File: config.mk
export PLATFORM = sky130hd
export DESIGN_NAME = axis_uart_rx_framer
export DESIGN_NICKNAME = d
export VERILOG_FILES = /design/src/rtl/axis_uart_rx_framer.sv
export SDC_FILE = /design/constraint.sdc
export NUM_CORES = 1
export LEC_CHECK = 0
export CAP_MARGIN = 10
export CORE_MARGIN = 2
export CORE_UTILIZATION = 35
export DETAILED_ROUTE_END_ITERATION = 8
export DONT_BUFFER_PORTS = 1
export PLACE_DENSITY_LB_ADDON = 0.25
export SLEW_MARGIN = 20
export SYNTH_ARGS = -nofsm -noshare
export SYNTH_HDL_FRONTEND = slang
export SYNTH_SLANG_ARGS = --single-unit
File: constraint.sdc
create_clock -name clk -period 4 [get_ports clk]
set_input_delay 0.2 -clock clk [delete_from_list [all_inputs] [get_ports clk]]
set_output_delay 0.2 -clock clk [all_outputs]
set_load 0.1 [all_outputs]
File: src/rtl/axis_uart_rx_framer.sv
// UART receiver that frames bytes into an AXI-Stream image of R_I*C_I pixels.
// Define UART_RX_PARITY_EN to expect an even-parity bit between data and stop.
module axis_uart_rx_framer #(
  parameter int unsigned CLOCKS_PER_PULSE = 8680,
  parameter int unsigned BITS_PER_WORD    = 8,
  parameter int unsigned R_I              = 7,
  parameter int unsigned C_I              = 7
) (
  input  logic                     clk,
  input  logic                     rst,
  input  logic                     rx,
  output logic [BITS_PER_WORD-1:0] m_axis_tdata,
  output logic                     m_axis_tvalid,
  input  logic                     m_axis_tready,
  output logic                     m_axis_tlast,
  output logic                     frame_err,
  output logic                     overrun,
  output logic                     parity_err
);

  localparam int unsigned TIMER_W = $clog2(CLOCKS_PER_PULSE);
  localparam int unsigned BIT_W   = (BITS_PER_WORD > 1) ? $clog2(BITS_PER_WORD) : 1;
  localparam int unsigned N       = R_I * C_I;
  localparam int unsigned PIX_W   = (N > 1) ? $clog2(N) : 1;

  localparam logic [TIMER_W-1:0] TIMER_LAST = TIMER_W'(CLOCKS_PER_PULSE - 1);
  localparam logic [TIMER_W-1:0] TIMER_HALF = TIMER_W'(CLOCKS_PER_PULSE / 2 - 1);
  localparam logic [BIT_W-1:0]   BIT_LAST   = BIT_W'(BITS_PER_WORD - 1);
  localparam logic [PIX_W-1:0]   PIX_LAST   = PIX_W'(N - 1);

`ifdef UART_RX_PARITY_EN
  typedef enum logic [2:0] {
    S_IDLE = 3'd0, S_START = 3'd1, S_DATA = 3'd2, S_PARITY = 3'd3, S_STOP = 3'd4
  } state_e;
`else
  typedef enum logic [2:0] {
    S_IDLE = 3'd0, S_START = 3'd1, S_DATA = 3'd2, S_STOP = 3'd4
  } state_e;
`endif

  state_e                   state_q, state_d;
  logic [1:0]               sync_q;
  logic                     rx_s;
  logic [TIMER_W-1:0]       timer_q, timer_d;
  logic [BIT_W-1:0]         bit_q, bit_d;
  logic [BITS_PER_WORD-1:0] shreg_q, shreg_d;
  logic                     stop_sample_c;
  logic                     par_bad_c;
  logic                     good_c;

  logic [BITS_PER_WORD-1:0] tdata_q, tdata_d;
  logic                     tvalid_q, tvalid_d;
  logic                     tlast_q, tlast_d;
  logic                     frame_err_q, frame_err_d;
  logic                     overrun_q, overrun_d;
  logic [PIX_W-1:0]         pix_q, pix_d;

`ifdef UART_RX_PARITY_EN
  logic                     par_q, par_d;
  logic                     parity_err_q, parity_err_d;
`endif

  assign rx_s = sync_q[1];

  // State register
  always_ff @(posedge clk) begin
    if (rst) begin
      state_q <= S_IDLE;
    end else begin
      state_q <= state_d;
    end
  end

  // Next-state, bit timer and shift register
  always_comb begin
    state_d       = state_q;
    timer_d       = timer_q + TIMER_W'(1);
    bit_d         = bit_q;
    shreg_d       = shreg_q;
    stop_sample_c = 1'b0;
`ifdef UART_RX_PARITY_EN
    par_d         = par_q;
`endif
    unique case (state_q)
      S_IDLE: begin
        timer_d = '0;
        bit_d   = '0;
        if (!rx_s) state_d = S_START;
      end
      S_START: begin
        if (timer_q == TIMER_HALF) begin
          timer_d = '0;
          state_d = rx_s ? S_IDLE : S_DATA;
        end
      end
      S_DATA: begin
        if (timer_q == TIMER_LAST) begin
          timer_d = '0;
          shreg_d = BITS_PER_WORD'({rx_s, shreg_q} >> 1);
          bit_d   = bit_q + BIT_W'(1);
          if (bit_q == BIT_LAST) begin
            bit_d   = '0;
`ifdef UART_RX_PARITY_EN
            state_d = S_PARITY;
`else
            state_d = S_STOP;
`endif
          end
        end
      end
`ifdef UART_RX_PARITY_EN
      S_PARITY: begin
        if (timer_q == TIMER_LAST) begin
          timer_d = '0;
          par_d   = rx_s;
          state_d = S_STOP;
        end
      end
`endif
      S_STOP: begin
        if (timer_q == TIMER_LAST) begin
          timer_d       = '0;
          stop_sample_c = 1'b1;
          state_d       = S_IDLE;
        end
      end
      default: begin
        timer_d = '0;
        state_d = S_IDLE;
      end
    endcase
  end

  // Output register, error pulses and pixel counter
  always_comb begin
    par_bad_c   = 1'b0;
`ifdef UART_RX_PARITY_EN
    par_bad_c   = par_q != (^shreg_q);
    parity_err_d = stop_sample_c && par_bad_c;
`endif
    good_c      = stop_sample_c && rx_s && !par_bad_c;
    tdata_d     = tdata_q;
    tvalid_d    = tvalid_q && !m_axis_tready;
    overrun_d   = 1'b0;
    frame_err_d = stop_sample_c && !rx_s;
    pix_d       = pix_q;
    if (good_c) begin
      if (tvalid_q && !m_axis_tready) begin
        overrun_d = 1'b1;
      end else begin
        tvalid_d = 1'b1;
        tdata_d  = shreg_q;
      end
    end
    if (tvalid_q && m_axis_tready) begin
      pix_d = (pix_q == PIX_LAST) ? '0 : pix_q + PIX_W'(1);
    end
    tlast_d = tvalid_d && (pix_d == PIX_LAST);
  end

  always_ff @(posedge clk) begin
    if (rst) begin
      sync_q      <= 2'b11;
      timer_q     <= '0;
      bit_q       <= '0;
      shreg_q     <= '0;
      tdata_q     <= '0;
      tvalid_q    <= 1'b0;
      tlast_q     <= 1'b0;
      frame_err_q <= 1'b0;
      overrun_q   <= 1'b0;
      pix_q       <= '0;
    end else begin
      sync_q      <= {sync_q[0], rx};
      timer_q     <= timer_d;
      bit_q       <= bit_d;
      shreg_q     <= shreg_d;
      tdata_q     <= tdata_d;
      tvalid_q    <= tvalid_d;
      tlast_q     <= tlast_d;
      frame_err_q <= frame_err_d;
      overrun_q   <= overrun_d;
      pix_q       <= pix_d;
    end
  end

`ifdef UART_RX_PARITY_EN
  always_ff @(posedge clk) begin
    if (rst) begin
      par_q        <= 1'b0;
      parity_err_q <= 1'b0;
    end else begin
      par_q        <= par_d;
      parity_err_q <= parity_err_d;
    end
  end

  assign parity_err = parity_err_q;
`else
  assign parity_err = 1'b0;
`endif

  assign m_axis_tdata  = tdata_q;
  assign m_axis_tvalid = tvalid_q;
  assign m_axis_tlast  = tlast_q;
  assign frame_err     = frame_err_q;
  assign overrun       = overrun_q;

endmodule

### Word-level counts from Yosys, hierarchy flattened

Cells that the tools add are included.
W data, S select, Z words.

* flip-flop bits (word level): 48
* word-level logic and storage cells: 63

* add/sub/neg operators: 3
* equality and inequality tests: 13
* multiplexer cells: 19
* bitwise logic cells: 2
* reductions and logical operators: 15

Operators with widths (count)
* $mux W14: 2
* $pmux W14 S2: 1
* $mux W3: 7
* $add A14 B1 Y14 const B: 1
* $eq A14 B13 Y1 const B: 1
* $eq A14 B14 Y1 const B: 1
* $eq A6 B6 Y1 const B: 2
* $mux W6: 2
* $pmux W3 S4: 1
* $ne A2 B2 Y1 const B: 5
* $add A6 B1 Y6 const B: 1
* $eq A3 B3 Y1 const B: 2
* $pmux W3 S2: 1
* $reduce_and A2 Y1: 3
* $logic_and A1 B1 Y1: 5
* $reduce_and A5 Y1: 1
* $mux W1: 4
* $reduce_or A2 Y1: 2
* $add A3 B1 Y3 const B: 1
* $eq A3 B1 Y1 const B: 1
* $eq A3 B2 Y1 const B: 1
* $logic_not A3 Y1: 1
* $logic_not A1 Y1: 2
* $mux W2: 1
* other kinds (2): 3

### Logic depth before layout (Yosys ltp)

Gate-level depths: netlist of the first run.

* depth after elaboration: 6
* depth in mapped cells: 7
* gate-level depth less buffers: 6

### Worst setup path before layout of the first run

OpenSTA, ideal clock, no wires.

* path kind: reg2reg
* from: register timer_q[0]
* to: register tdata_q[0], in the netlist m_axis_tdata[0]
* setup time: 0.132 ns
* arrival: 2.005 ns
* data required time: 3.868 ns
* setup slack: 1.862 ns
* stages on the path, launching flop included: 8
* path buffers: 2
* period minus slack after synthesis: 2.138 ns
* cell sequence: dfxtp_1 > ha_1 > or4b_4 > or4_4 > buf_6 > buf_8 > o21ai_1 > a21oi_1

* longest elaborated chain between the ends: 5

Ends and longest elaborated chain
* start: declaration: RTL line 44 `logic [TIMER_W-1:0] timer_q, timer_d;`
* start signal: assignment: RTL line 175 `timer_q <= timer_d;`
* $eq A14 B14 Y1: RTL line 121 `if (timer_q == TIMER_LAST) begin`
* $mux W1: RTL line 121
* $mux W1: RTL line 84 `unique case (state_q)`
* $logic_and A1 B1 Y1: RTL line 141 `good_c = stop_sample_c && rx_s && !par_bad_c;`
* $reduce_and A2 Y1 (no line)
* end signal: assignment: RTL line 178 `tdata_q <= tdata_d;`
* end: declaration: RTL line 51 `logic [BITS_PER_WORD-1:0] tdata_q, tdata_d;`

Every way passes these cells.
A chain may end at the register's enable or synchronous reset.

### Worst setup path in the final report of the first run

* from: register timer_q[0]
* to: register state_q[2]

* longest elaborated chain between the ends: 3
* elaborated cells between the ends (all ways): 6
* those cells by class: 5 x eq/ne; 1 x reduce/logical

Ends and longest elaborated chain
* $eq A14 B14 Y1 / $eq A14 B13 Y1 (equally long branches): RTL line 97, 121, 91
* $ne A2 B2 Y1 (no line)
* $reduce_and A5 Y1 (no line) (*)
* end signal: assignment: RTL line 70 `state_q <= state_d;`
* end: declaration: RTL line 41 `state_e state_q, state_d;`

Mark *: on every way between the ends. The rest lies on a longest branch, timed or not.

==> flow_summary_export.csv, run 1 <==
group,metric,value,unit
floorplan,dieWidth,83.3,um
floorplan,die-area,0.00694,mm2
floorplan,initial_core_util,36.7,%
timing,finalClockSkew,6.55,ps
drt,routed_wl,4270,um
power,p_per_area,367,mW/mm2
worst_hold_path,min_path_cells,2,
worst_setup_path,rr_endpoint,"state_q[2]",
clocking,htreeDepth,2,
drt,drtIter0Drc,109,
yosys,synth_edf_count,0,
clocking,clkLatencyLatePin,300,ps
timing,finalHoldViolations,0,
drt,wl_met2,1910,um
timing,drv_slew,0,
cells_and_area,n_fill_cell,593,
clocking,cts_tree,"yes",
yosys,avgSynthCellArea,9.09,um2
timing,min_period,2520,ps
power,p_switching,0.000183,W
worst_setup_path,path_buf_inv,1,
timing,rsz0062_at_grt,"false",
clocking,numCtsBuffers,5,
cells_and_area,fin_cells,315,
worst_hold_path,whs_endpoint,"state_q[2]",
worst_setup_path,worstSetupEndpointType,"flip-flop",
timing,worst_pin_slew,1070,ps
timing,min_period_over_period,63.0,%
power,vdd_ir_drop_max,0.168,mV
placed_design,post-place-ws,1460,ps
grt,grt_pass1_vias,1607,
worst_setup_path,critical-path-max-stage-delay,570,ps
drt,drtAntennaViolNets,0,
cells_and_area,area_growth,8.13,%
clocking,cts_root_buf,"clkbuf_8",
drt,viasPerCell,5.37,
worst_setup_path,critPathMaxFanout,23,
worst_setup_path,cpMaxStageDelayCell,"o32a_1",
grt,grt_overflow,0,
power,seqPwrFrac,54.9,%
yosys,ys_seq_area_share,43.7,%
yosys,synth.area.top_cells,"dfxtp_1 (44%), nand3_1 (5.5%), a21oi_1 (4.5%)",
cells_and_area,final_util,39.7,%
cells_and_area,diodes,0,
power,internal-power,0.000691,W
worst_hold_path,hold_class,"input port to flip-flop",
yosys,yosys_warnings,0,
clocking,clockBufferDepth,2,
timing,max_freq,397,MHz
yosys,ys.flop_type,"dfxtp_1",
floorplan,die_h,83.3,um
yosys,netlist.area_leader.share,43.7,%
yosys,netlist.top_cell.by_area,"dfxtp_1",
worst_setup_path,cp_data_arrival_time,2750,ps
power,sw_frac_of_total,21.0,%
cells_and_area,final_layout_size_suffix_gt1_share,8.75,%
drt,top_layer,"met4",
worst_setup_path,crit_type,"flip-flop to flip-flop",
floorplan,core_area,0.00599,mm2
yosys,ys_ff_latch,48,
clocking,clkTransAtPathRegs,80,ps
yosys,synth_area,0.00220,mm2
worst_setup_path,rrSetupSlack,1480,ps
flow_run,maxCapViolations,0,
worst_setup_path,reg2reg_depth,6,
cells_and_area,nets,248,
drt,dr_total_vias,1692,
power,clkPwrFrac,42.4,%
grt,antenna_found_initial,0,
drt,met3WireLength,126,um
timing,whs,88.6,ps
yosys,synth_cell_type_count,51,
worst_setup_path,critPathTopFamily,"simple AND/OR/NAND/NOR gates",
grt,grt_pass1_wl,7500,um
grt,grt_max_degree,26,
clocking,cts_sinks,48,
drt,met1_length,2170,um
placed_design,gp_congestion,0.833,
floorplan,io_pins,17,
worst_setup_path,r2r-start,"timer_q[0]",
worst_hold_path,min_from,"rst",
timing,finalSetupTns,0,ps
yosys,syn-instance-count,242,
yosys,yosysMostFrequentCell,"dfxtp_1",
timing,setup_viol,0,
worst_setup_path,cp.required,4230,ps
yosys,synth_commonest_cells,"dfxtp_1 (48), nand3_1 (24), a21oi_1 (20)",
grt,grt_use_total,13.0,%
run_status,status,"complete, no violations",
power,p_comb_share,2.6,%
worst_setup_path,cp-start-kind,"flip-flop",
drt,wl_per_cell,13.6,um
worst_setup_path,cp_cell_sequence,"ha_1, or4b_4, nor4_4, buf_4, o32a_1, mux2i_1",
yosys,synthArstFlopShare,0,%
placed_design,dpl.cell_count,304,
timing,worst_slack,1480,ps
yosys,postSynthNetCount,251,
power,p_leak,0.747,nW
placed_design,dp_hpwl,2730,um
floorplan,placementRows,28,
clocking,post-cts-setup-buffer-count,0,
timing,slew_headroom,28.2,%
drt,drc,0,
drt,dr.pass1.iters,4,
placed_design,numPortBuffers,0,
## kinds of logic (layout without fill, tap and decap cells)
kind of cell,count (synthesis),count (layout),synth area share [%]
and+or+nand+nor,96,96,27.2
AOI/OAI and AO/OA,56,56,14.7
DFF,48,48,43.7
buffers and inverters,19,17,4.38
xor gates and xnor gates,14,14,5.57
adders and majority gates,5,5,2.84
muxes,3,3,1.42
other,1,1,0.170
## sequential cells by signal, indices dropped and copies added, names as in the netlist
register and flops:
sync_q 2, m_axis_tlast 1, overrun 1, state_q 3
timer_q 14, bit_q 3, pix_q 6, shreg_q 8
m_axis_tdata 8, frame_err 1, m_axis_tvalid 1
## placed cells by master, fill, tap and decap left out, types with 2 or more instances in the layout
cell type      count
a211oi_1           2
a21boi_0           2
a21oi_1           20
and2_1             3
and4_1             3
buf_4              2
clkbuf_8           6
dfxtp_1           48
dlygate4sd3_1      3
ha_1               5
inv_1              4
mux2i_1            2
nand2_1            8
nand2b_1           7
nand3_1           24
nand4_1            5
nand4b_1           3
nor2_1             7
nor3_1            15
nor4b_1            2
nor4bb_1           2
o21ai_0           13
o21ai_1            9
o32a_1             2
or2_2              3
or3_1              3
xnor2_1            4
xor2_1            10
## power groups by stage
stage	clock (W)	combinational [W]	sequential (W)
3_5_place_dp	0	0.0000168	0.000491
4_1_cts	0.000385	0.0000225	0.000480
2_1_floorplan	0	0.0000193	0.000491
5_1_grt	0.000405	0.0000254	0.000481
6_report	0.000371	0.0000231	0.000480
3_3_place_gp	0	0.0000169	0.000491
## metrics by stage
stage | power, W | cell area (um2)
2_1_floorplan | 0.000510 | 2200
3_3_place_gp | 0.000508 | 2230
3_5_place_dp | 0.000508 | 2230
4_1_cts | 0.000888 | 2370
5_1_grt | 0.000911 | 2380
6_report | 0.000874 | 2380
## layer usage
layer,vias to the layer above,global-route usage [%]
li1,878,-
met1,792,17.5
met2,17,19.4
met3,5,4.67
met4,0,4.17
met5,-,0
## layout make-up
cell class	instances	area, um2	area share [%]
Inverter	4	15.0	0.631
Sequential cell	48	961	40.4
Multi-Input combinational cell	175	1140	48.1
Clock buffer	6	82.6	3.47
Timing Repair Buffer	5	45.0	1.89
Clock inverter	2	38.8	1.63
Tap cell	75	93.8	3.94
## how the worst max path moves through the flow
stage | to | slack (ps) | from | cells past startpoint
after floorplan | m_axis_tdata[0] | 1860 | timer_q[0] | 7
after global placement | state_q[2] | 1500 | timer_q[0] | 6
after detailed placement | state_q[2] | 1460 | timer_q[0] | 6
after CTS | state_q[2] | 1440 | timer_q[0] | 6
after global routing | state_q[2] | 1290 | timer_q[0] | 6
final | state_q[2] | 1480 | timer_q[0] | 6
## timing repair
| action | CTS | global route |
|---|---|---|
| resized for setup | 0 | 0 |
| hold endpoints to repair | 25 | 1 |
| hold buffers | 2 | 1 |
## worst register-to-register path: stages, from the launching register on
cell and delay [ps]:
dfxtp_1 370, ha_1 220, or4b_4 510, nor4_4 250, buf_4 290, o32a_1 570, mux2i_1 240
Note: power is estimated with default switching activity, not from simulation.
==> run 2: changes to the inputs <==
- ABC_AREA: unset -> 1
- clock period: 4 -> 2 ns (I/O delays scaled with it)
==> run 2 against run 1 <==
  * Setup slack got worse by 1200 ps
  * Total power rose to 2.6 times the previous value
  * Die area rose by 3.9%
  * Routed wire length rose by 2.7%
  * Flip-flop and latch count did not move
  * Area after synthesis rose by 4.1%
  * Clock power rose by 94%
  * Largest cell class unchanged
  * Via count rose by 16%
  * Clock skew rose by 4.1 ps
  * Hold slack got worse by 77 ps
==> flow_summary_export.csv, run 2 <==
group,metric,value,unit
run_status,status,"complete, no violations",
yosys,ys_ff_latch,48,
clocking,cts-resized-gates,0,
timing,rsz0062_at_grt,"false",
yosys,synth_edf_count,0,
floorplan,die_h,84.9,um
worst_setup_path,cp.required,2210,ps
timing,min_period_over_period,87.4,%
drt,drtIter0Drc,121,
worst_setup_path,rr_endpoint,"m_axis_tdata[6]",
timing,max_freq,572,MHz
cells_and_area,nets,357,
worst_setup_path,crit_type,"flip-flop to flip-flop",
worst_setup_path,cpMostUsedCell,"nor2_1",
drt,dr_total_vias,1959,
worst_setup_path,path_buf_inv,1,
clocking,clkLatencyLatePin,300,ps
yosys,avgSynthCellArea,6.92,um2
placed_design,placed_area,0.00244,mm2
clocking,clockBufferDepth,2,
grt,grt_max_degree,20,
yosys,netlist.area_leader.share,41.9,%
cells_and_area,final_layout_size_suffix_gt1_share,12.0,%
placed_design,dp_hpwl,3080,um
yosys,ys_seq_area_share,41.9,%
timing,whs,11.2,ps
worst_setup_path,cp_data_arrival_time,1960,ps
worst_setup_path,path_depth,8,
grt,grt_overflow,0,
worst_setup_path,worstSetupStartpoint,"timer_q[0]",
worst_setup_path,cp_cell_sequence,"ha_1, nand2_2, clkinv_2, nand3_2, nor2_4, nand4_4, nor2_1, nor2_1",
yosys,postSynthNetCount,340,
worst_setup_path,critical-path-max-stage-delay,380,ps
drt,drtAntennaViolNets,0,
yosys,ys.flop_type,"dfxtp_1",
yosys,syn-instance-count,331,
yosys,netlist.top_cell.by_area,"dfxtp_1",
power,p_leak,1.13,nW
yosys,synth-simple-area-share,36.8,%
yosys,synth_commonest_cells,"nand2_1 (76), nor2_1 (74), dfxtp_1 (48)",
yosys,synth_cell_type_count,30,
worst_setup_path,cp-start-kind,"flip-flop",
cells_and_area,area_growth,12.6,%
power,vdd_ir_drop_max,0.421,mV
worst_setup_path,critPathMaxFanout,16,
worst_setup_path,reg2reg_depth,8,
cells_and_area,largest_register_ffs,14,
drt,viasPerCell,4.60,
yosys,synth_top_family_by_area,"simple AND/OR/NAND/NOR gates",
timing,finalSetupTns,0,ps
timing,finalClockSkew,10.6,ps
placed_design,gp_congestion,0.803,
clocking,clkTransAtPathRegs,100,ps
yosys,synthMuxAreaShare,0,%
worst_setup_path,cpMaxStageDelayCell,"dfxtp_1",
drt,routed_wl,4390,um
clocking,htreeDepth,2,
yosys,synth-xor-area-share,3.44,%
floorplan,dieWidth,84.9,um
floorplan,placementRows,29,
worst_setup_path,worstSetupEndpointType,"flip-flop",
worst_setup_path,critPathTopFamily,"simple AND/OR/NAND/NOR gates",
cells_and_area,finalInstanceArea,0.00258,mm2
worst_setup_path,rrSetupSlack,250,ps
cells_and_area,diodes,0,
floorplan,core_area,0.00635,mm2
timing,setup_viol,0,
clocking,cts_root_buf,"clkbuf_8",
yosys,synthAdderAreaFrac,2.73,%
cells_and_area,final_cell_mix,"nand2_1 (76), nor2_1 (74), dfxtp_1 (48)",
grt,grt_pass1_wl,7930,um
yosys,synth.area.top_cells,"dfxtp_1 (42%), nand2_1 (12%), nor2_1 (12%)",
yosys,yosys_warnings,0,
yosys,synthArstFlopShare,0,%
timing,slew_headroom,52.1,%
cells_and_area,final_common_cell,"nand2_1",
timing,drv_slew,0,
cells_and_area,final_util,40.6,%
yosys,synth-compound-area-share,5.24,%
floorplan,initial_core_util,36.1,%
worst_hold_path,hold_class,"input port to flip-flop",
drt,dr.pass1.iters,4,
clocking,numCtsBuffers,5,
timing,worst_pin_slew,716,ps
timing,min_period,1750,ps
worst_setup_path,r2r-start,"timer_q[0]",
grt,antenna_found_initial,0,
floorplan,io_pins,17,
power,p_per_area,891,mW/mm2
cells_and_area,top_register,"timer_q",
yosys,yosysMostFrequentCell,"nand2_1",
worst_setup_path,crit_end,"m_axis_tdata[6]",
grt,grt_use_total,13.3,%
flow_run,maxCapViolations,0,
drt,wl_per_cell,10.3,um
floorplan,die-area,0.00721,mm2
timing,finalHoldViolations,0,
yosys,synth_area,0.00229,mm2
drt,drc,0,
grt,grt_pass1_vias,1865,
clocking,cts_sinks,48,
placed_design,numPortBuffers,0,
clocking,cts_tree,"yes",
==> run 2: final cells by class <==
class	instances	area, um2
timing repair buffer	18	140
sequential	48	961
tap	77	96.3
fill	671	3770
inverter	42	159
clock buffer	5	68.8
clock inverter	3	46.3
multi-input combinational	233	1110
==> run 2: how the worst min path moves through the flow <==
stage                     from       endpoint  cells after the start
final                      rst  m_axis_tvalid                      3
after global routing       rst  m_axis_tvalid                      3
after global placement     rst     shreg_q[7]                      1
after floorplan             rx      sync_q[0]                      1
after detailed placement   rst     shreg_q[4]                      1
after CTS                  rst  m_axis_tvalid                      3
==> run 2: where the power goes <==
group          internal, W  switching (W)  leakage [nW]
Sequential         0.00101      0.0000371         0.388
Combinational     0.000171       0.000360         0.692
Clock             0.000377       0.000343        0.0548
Total              0.00156       0.000741          1.13
==> run 2: through the flow <==
stage / total power (W) / cells / worst slack (ps)
floorplan: 0.00148 / 331 / 53.2
global placement: 0.00158 / 416 / 309
detailed placement: 0.00159 / 416 / 252
CTS: 0.00233 / 426 / 237
global route: 0.00246 / 426 / 18.6
finish: 0.00230 / 426 / 252
==> run 2: logic make-up after synthesis <==
family | count (synthesis)
flops | 48
other cells | 1
simple gates | 195
buf+inv | 50
xor+xnor | 9
fa+ha+maj | 5
compound gates | 23
==> run 2: worst min-delay path, cell delays in order <==
cell,delay (ps)
nor2_1,80
nor2_1,60
inv_1,40
==> run 2: what timing repair did <==
action,in CTS,in global routing
hold buffers,2,0
hold endpoints to repair,19,0
setup buffers,0,0
==> run 2: metal layers <==
layer	GRT usage [%]	routed length, um	vias to the layer above
met5	0	0	-
met4	4.18	55	0
met3	3.40	165	5
met2	23.0	2010	18
met1	16.3	2150	880
li1	-	-	1056
